**src/rtl/keypad_pkg.sv**
```systemverilog
// keypad_pkg: shared scan states, keypad geometry and key-code legend for the keypad scanner
package keypad_pkg;
  localparam int ROWS = 4;
  localparam int COLS = 4;
  localparam int CODE_W = 4;
  typedef enum logic [1:0] {SCAN, DEBOUNCE, REPORT, WAIT_RELEASE} key_state_t;
  localparam logic [7:0] KEY_LEGEND [16] = '{
    "1", "2", "3", "A",
    "4", "5", "6", "B",
    "7", "8", "9", "C",
    "*", "0", "#", "D"
  };
  function automatic logic [1:0] lowest_low(input logic [COLS-1:0] c);
    return !c[0] ? 2'd0 : !c[1] ? 2'd1 : !c[2] ? 2'd2 : 2'd3;
  endfunction
  function automatic logic [7:0] key_legend(input logic [CODE_W-1:0] code);
    return KEY_LEGEND[code];
  endfunction
endpackage

```
**src/rtl/keypad_col_sync.sv**
```systemverilog
// keypad_col_sync: two-flop synchronizer for the asynchronous active-low keypad columns
module keypad_col_sync
  import keypad_pkg::*;
(
  input  logic            clk,
  input  logic            reset,
  input  logic [COLS-1:0] d,
  output logic [COLS-1:0] q
);
  logic [COLS-1:0] meta;
  always_ff @(posedge clk) begin
    if (reset) begin
      meta <= '1;
      q    <= '1;
    end else begin
      meta <= d;
      q    <= meta;
    end
  end
endmodule

```
**src/rtl/keypad_scan_ctrl.sv**
```systemverilog
// keypad_scan_ctrl: 4x4 keypad row scanner with debounce and key events; KEYPAD_AUTOREPEAT_EN adds auto-repeat
module keypad_scan_ctrl
  import keypad_pkg::*;
#(
  parameter int DEBOUNCE_TICKS = 4,
  parameter int RELEASE_TICKS  = 2,
  parameter int REPEAT_TICKS   = 50
) (
  input  logic              clk,
  input  logic              reset,
  input  logic              scan_tick,
  input  logic [COLS-1:0]   col_n,
  output logic [ROWS-1:0]   row_n,
  output logic              key_valid,
  output logic [CODE_W-1:0] key_code,
  output logic              key_held
);
  if (DEBOUNCE_TICKS < 1 || DEBOUNCE_TICKS > 15 || RELEASE_TICKS < 1 || RELEASE_TICKS > 15 || REPEAT_TICKS < 1) begin : g_bad_params
    $error("keypad_scan_ctrl: tick parameter out of range");
  end
  logic [COLS-1:0] col_s;
  logic [1:0] row_idx, col_idx, low_col;
  logic [3:0] cnt;
  logic all_high;
  key_state_t state;
`ifdef KEYPAD_AUTOREPEAT_EN
  localparam int RPT_W = $clog2(REPEAT_TICKS + 1);
  logic [RPT_W-1:0] rep_cnt;
`endif
  keypad_col_sync u_col_sync (.clk(clk), .reset(reset), .d(col_n), .q(col_s));
  assign all_high = &col_s;
  assign low_col = lowest_low(col_s);
  assign row_n = ~(4'b0001 << row_idx);
  // row_idx is frozen from detection until the key is dropped, so it doubles as the latched row
  always_ff @(posedge clk) begin
    if (reset) begin
      state     <= SCAN;
      row_idx   <= '0;
      col_idx   <= '0;
      cnt       <= '0;
      key_valid <= 1'b0;
      key_code  <= '0;
      key_held  <= 1'b0;
`ifdef KEYPAD_AUTOREPEAT_EN
      rep_cnt   <= '0;
`endif
    end else begin
      key_valid <= 1'b0;
      case (state)
        SCAN: if (scan_tick) begin
          if (all_high) row_idx <= row_idx + 1'b1;
          else begin
            col_idx <= low_col;
            cnt     <= '0;
            state   <= DEBOUNCE_TICKS == 1 ? REPORT : DEBOUNCE;
            if (DEBOUNCE_TICKS == 1) begin
              key_valid <= 1'b1;
              key_held  <= 1'b1;
              key_code  <= {row_idx, low_col};
            end
          end
        end
        DEBOUNCE: if (scan_tick) begin
          if (col_s[col_idx]) begin
            state   <= SCAN;
            row_idx <= row_idx + 1'b1;
          end else if (cnt == 4'(DEBOUNCE_TICKS - 2)) begin
            state     <= REPORT;
            key_valid <= 1'b1;
            key_held  <= 1'b1;
            key_code  <= {row_idx, col_idx};
          end else cnt <= cnt + 1'b1;
        end
        REPORT: begin
          state <= WAIT_RELEASE;
          cnt   <= '0;
`ifdef KEYPAD_AUTOREPEAT_EN
          rep_cnt <= '0;
`endif
        end
        WAIT_RELEASE: if (scan_tick) begin
          if (!all_high) cnt <= '0;
          else if (cnt == 4'(RELEASE_TICKS - 1)) begin
            state    <= SCAN;
            key_held <= 1'b0;
            row_idx  <= row_idx + 1'b1;
          end else cnt <= cnt + 1'b1;
`ifdef KEYPAD_AUTOREPEAT_EN
          if (col_s[col_idx]) rep_cnt <= '0;
          else if (rep_cnt == RPT_W'(REPEAT_TICKS - 1)) begin
            rep_cnt   <= '0;
            key_valid <= 1'b1;
          end else rep_cnt <= rep_cnt + 1'b1;
`endif
        end
      endcase
    end
  end
endmodule

```
**config.mk**
```make
export PLATFORM = sky130hd
export DESIGN_NAME = keypad_scan_ctrl
export DESIGN_NICKNAME = d
export VERILOG_FILES = /design/src/rtl/keypad_pkg.sv /design/src/rtl/keypad_col_sync.sv /design/src/rtl/keypad_scan_ctrl.sv
export SDC_FILE = /design/constraint.sdc
export NUM_CORES = 1
export LEC_CHECK = 0
export ABC_AREA = 1
export CORE_MARGIN = 2
export CORE_UTILIZATION = 40
export CTS_CLUSTER_DIAMETER = 40
export CTS_CLUSTER_SIZE = 25
export DETAILED_ROUTE_END_ITERATION = 10
export PLACE_DENSITY_LB_ADDON = 0.05
export SYNTH_ARGS = -nofsm -noshare
export SYNTH_HDL_FRONTEND = slang
export SYNTH_SLANG_ARGS = --single-unit
```
**constraint.sdc**
```tcl
create_clock -name clk -period 3.7 [get_ports clk]
set_clock_uncertainty 0.2 [all_clocks]
set_input_delay 0.74 -clock clk [delete_from_list [all_inputs] [get_ports clk]]
set_output_delay 0.74 -clock clk [all_outputs]
set_load 0.02 [all_outputs]
```
==> impl_metrics.env <==
export IMPL_synth_area_per_cell_um2=7.536
export IMPL_peakVddDrop_mv=0.2754
export IMPL_worstSetupPathType="reg2out"
export IMPL_drv_cap=0
export IMPL_drive_gt1_share_pct=22.51
export IMPL_syn_nets=186
export IMPL_finalCritPeriodShare_pct=70.93
export IMPL_initial_core_util_pct=42.11
export IMPL_htree_num_levels=1
export IMPL_grt_pass1_vias=1000
export IMPL_clockRootBuffer="clkbuf_4"
export IMPL_num_nets_final=206
export IMPL_clkSlewWorstSetupHoldPaths_ns=0.13
export IMPL_report_power_total_mw=0.5941
export IMPL_synth_warnings=0
export IMPL_synth_cell_types=27
export IMPL_final_util_pct=50.69
export IMPL_hpwlAfterDp_mm=1.916
export IMPL_grt_pass1_wl_mm=4.333
export IMPL_maxSlewViolCount=0
export IMPL_netlist_area_um2=1296
export IMPL_cts_resized=0
export IMPL_clockBufferDepth=2
export IMPL_vias=1098
export IMPL_outcome="complete, no violations"
export IMPL_grtUsageTotal_pct=15.37
export IMPL_syn_inst=172
export IMPL_cts_inserted_buffers=3
export IMPL_fmax_ghz=0.3810
export IMPL_cts_sinks=24
export IMPL_pin_count=17
export IMPL_cts_tree="yes"
export IMPL_slew_headroom_pct=65.12
export IMPL_routabilityCongestion=0.8339
export IMPL_worst_r2r_setup_slack_ns=1.99
export IMPL_cp_startpoint="row_idx[0]"
export IMPL_crit_path_end="row_n[2]"
export IMPL_drc_errors=0
export IMPL_end_kind="output port"
export IMPL_rsz0062_at_grt="false"
export IMPL_num_rows=20
export IMPL_cts_hold_buffers=0
export IMPL_start_kind="flop"
export IMPL_worst_ep_arrival_time_ns=1.68
export IMPL_io_buffers=16
export IMPL_wl_mm=2.382
export IMPL_antenna_found_initial=0
export IMPL_required_ns=2.76
export IMPL_dp_slack_ns=1.138
export IMPL_dp_cells=231
export IMPL_antenna_cells=0
export IMPL_core_area_um2=3078
export IMPL_power_density_nw_per_um2=380.8
export IMPL_final_cell_area_um2=1560
export IMPL_r2r_end="cnt[1]"
export IMPL_crit_reg2reg_launch="cnt[0]"
export IMPL_hold_slack_ns=0.2240
export IMPL_worst_pin_slew_ns=0.5216
export IMPL_grt_max_degree=16
export IMPL_routedWlPerCell_um=10.14
export IMPL_final_hold_viol_count=0
export IMPL_grt_overflow=0
export IMPL_period_needed_ns=2.624
export IMPL_die_x_um=60.93
export IMPL_yosysSeqAreaShare_pct=37.07
export IMPL_insertion_delay_ns=0.31
export IMPL_synthToLayoutAreaGrowth_pct=20.37
export IMPL_placed_cell_area_um2=1508
export IMPL_layout_setup_ws_ns=1.076
export IMPL_n_fill_cell=309
export IMPL_finalNonFillerCells=235
export IMPL_setup_viol=0
export IMPL_dieArea_um2=3712
export IMPL_ant_nets=0
export IMPL_min_path_type="reg2reg"
export IMPL_die_h_um=60.93
export IMPL_critPathMaxFanout=5
export IMPL_dr_pass1_iters=4
export IMPL_fin_setup_tns_ns=0
export IMPL_cts_setup_buffers=0
export IMPL_drt_iter0_drc=55
export IMPL_synth_seq_cells=24
export IMPL_via_per_inst=4.672
export IMPL_leakagePower_nw=0.6970
export IMPL_ff2ff_path_depth=10
## sequential cells by signal, summed over array words and instances, names as in the netlist, named ones only
name and cells:
cnt 4, key_code 4, u_col_sync.meta 4, u_col_sync.q 4
col_idx 2, row_idx 2, key_held 1, key_valid 1
state 1
## power breakdown
group	internal, mW	leakage [nW]	total (mW)	switching, mW
sequential	0.271	0.197	0.284	0.0125
combinational	0.0494	0.473	0.124	0.0748
clock	0.109	0.0279	0.186	0.0767
## synth_stat cells
cell      instances  area, um^2
nor2_4            4       45.04
nand2_4           1       11.26
clkinv_1          1       3.750
nand4_1           2       12.51
o211a_1           1       10.01
ha_1              7       87.58
nand3_4           1       17.52
nand2_1          39       146.4
a21oi_2           3       26.28
inv_1            15       56.30
nor2_1           12       45.04
o21bai_1          1       7.510
nand2_2           6       37.54
o21a_1            1       7.510
o21ai_0           1       5.000
clkinv_4          1       8.760
a211oi_1          1       7.510
nor2_2            5       31.28
dfxtp_1          24       480.5
inv_2             7       26.28
clkbuf_1          1       3.750
or2_2             8       50.05
nand3_1          12       60.06
a21oi_1           7       35.03
o21ai_1           7       35.03
xor2_1            1       8.760
nand3_2           3       30.03
## worst min-delay path by stage
stage	startpoint	endpoint	slack [ns]	cells after the start
3_3_place_gp	u_col_sync.meta[1]	u_col_sync.q[1]	0.19	1
6_report	u_col_sync.meta[2]	u_col_sync.q[2]	0.22	1
4_1_cts	u_col_sync.meta[2]	u_col_sync.q[2]	0.23	1
3_5_place_dp	u_col_sync.meta[3]	u_col_sync.q[3]	0.20	1
5_1_grt	u_col_sync.meta[3]	u_col_sync.q[3]	0.24	1
2_1_floorplan	u_col_sync.meta[0]	u_col_sync.q[0]	0.19	1
## layer usage
layer / wire length [um] / up-vias / global-route usage (%)
met5: 0 / - / 0
met4: 13 / 0 / 2.795
met3: 103 / 2 / 3.838
met2: 1122 / 25 / 25.35
met1: 1141 / 490 / 20.62
li1: - / 581 / -
## critical path, stage by stage, from the launching register on
cell and delay [ns]:
dfxtp_1 0.43, inv_1 0.10, ha_1 0.21, inv_1 0.05
clkdlybuf4s50_1 0.59
## cell type report
| type | count | area, um^2 | share of cell area, % |
|---|---|---|---|
| well taps | 44 | 55.05 | 3.528 |
| multi-input cells | 123 | 716.9 | 45.95 |
| inverters | 24 | 95.09 | 6.095 |
| repair buffers | 16 | 160.2 | 10.26 |
| clock inverters | 1 | 30.03 | 1.925 |
| flip-flops and latches | 24 | 480.5 | 30.79 |
| clock buffers | 3 | 22.52 | 1.443 |
## cell usage in the layout (no fill, tap or decap), types with 2 or more instances in the layout
cell and n:
nand4_1 2, or2_2 8, nand3_1 12, nand2_1 39, nand2_2 6, nand3_2 3
nor2_1 12, nor2_2 5, clkbuf_4 3, nor2_4 4, ha_1 7, dfxtp_1 24
clkdlybuf4s50_1 16, a21oi_1 7, inv_1 15, o21ai_1 7, a21oi_2 3, inv_2 7
## cell families (layout without fill, tap and decap cells)
| group | count (synthesis) | count (layout) | share of synthesized area [%] |
|---|---|---|---|
| adders and majority gates | 7 | 7 | 6.756 |
| DFF | 24 | 24 | 37.07 |
| and+or+nand+nor | 93 | 93 | 37.55 |
| xor gates and xnor gates | 1 | 1 | 0.6758 |
| AOI/OAI and AO/OA | 22 | 22 | 10.33 |
| buffers and inverters | 25 | 44 | 7.625 |
Power figures use the tool's default switching activity.
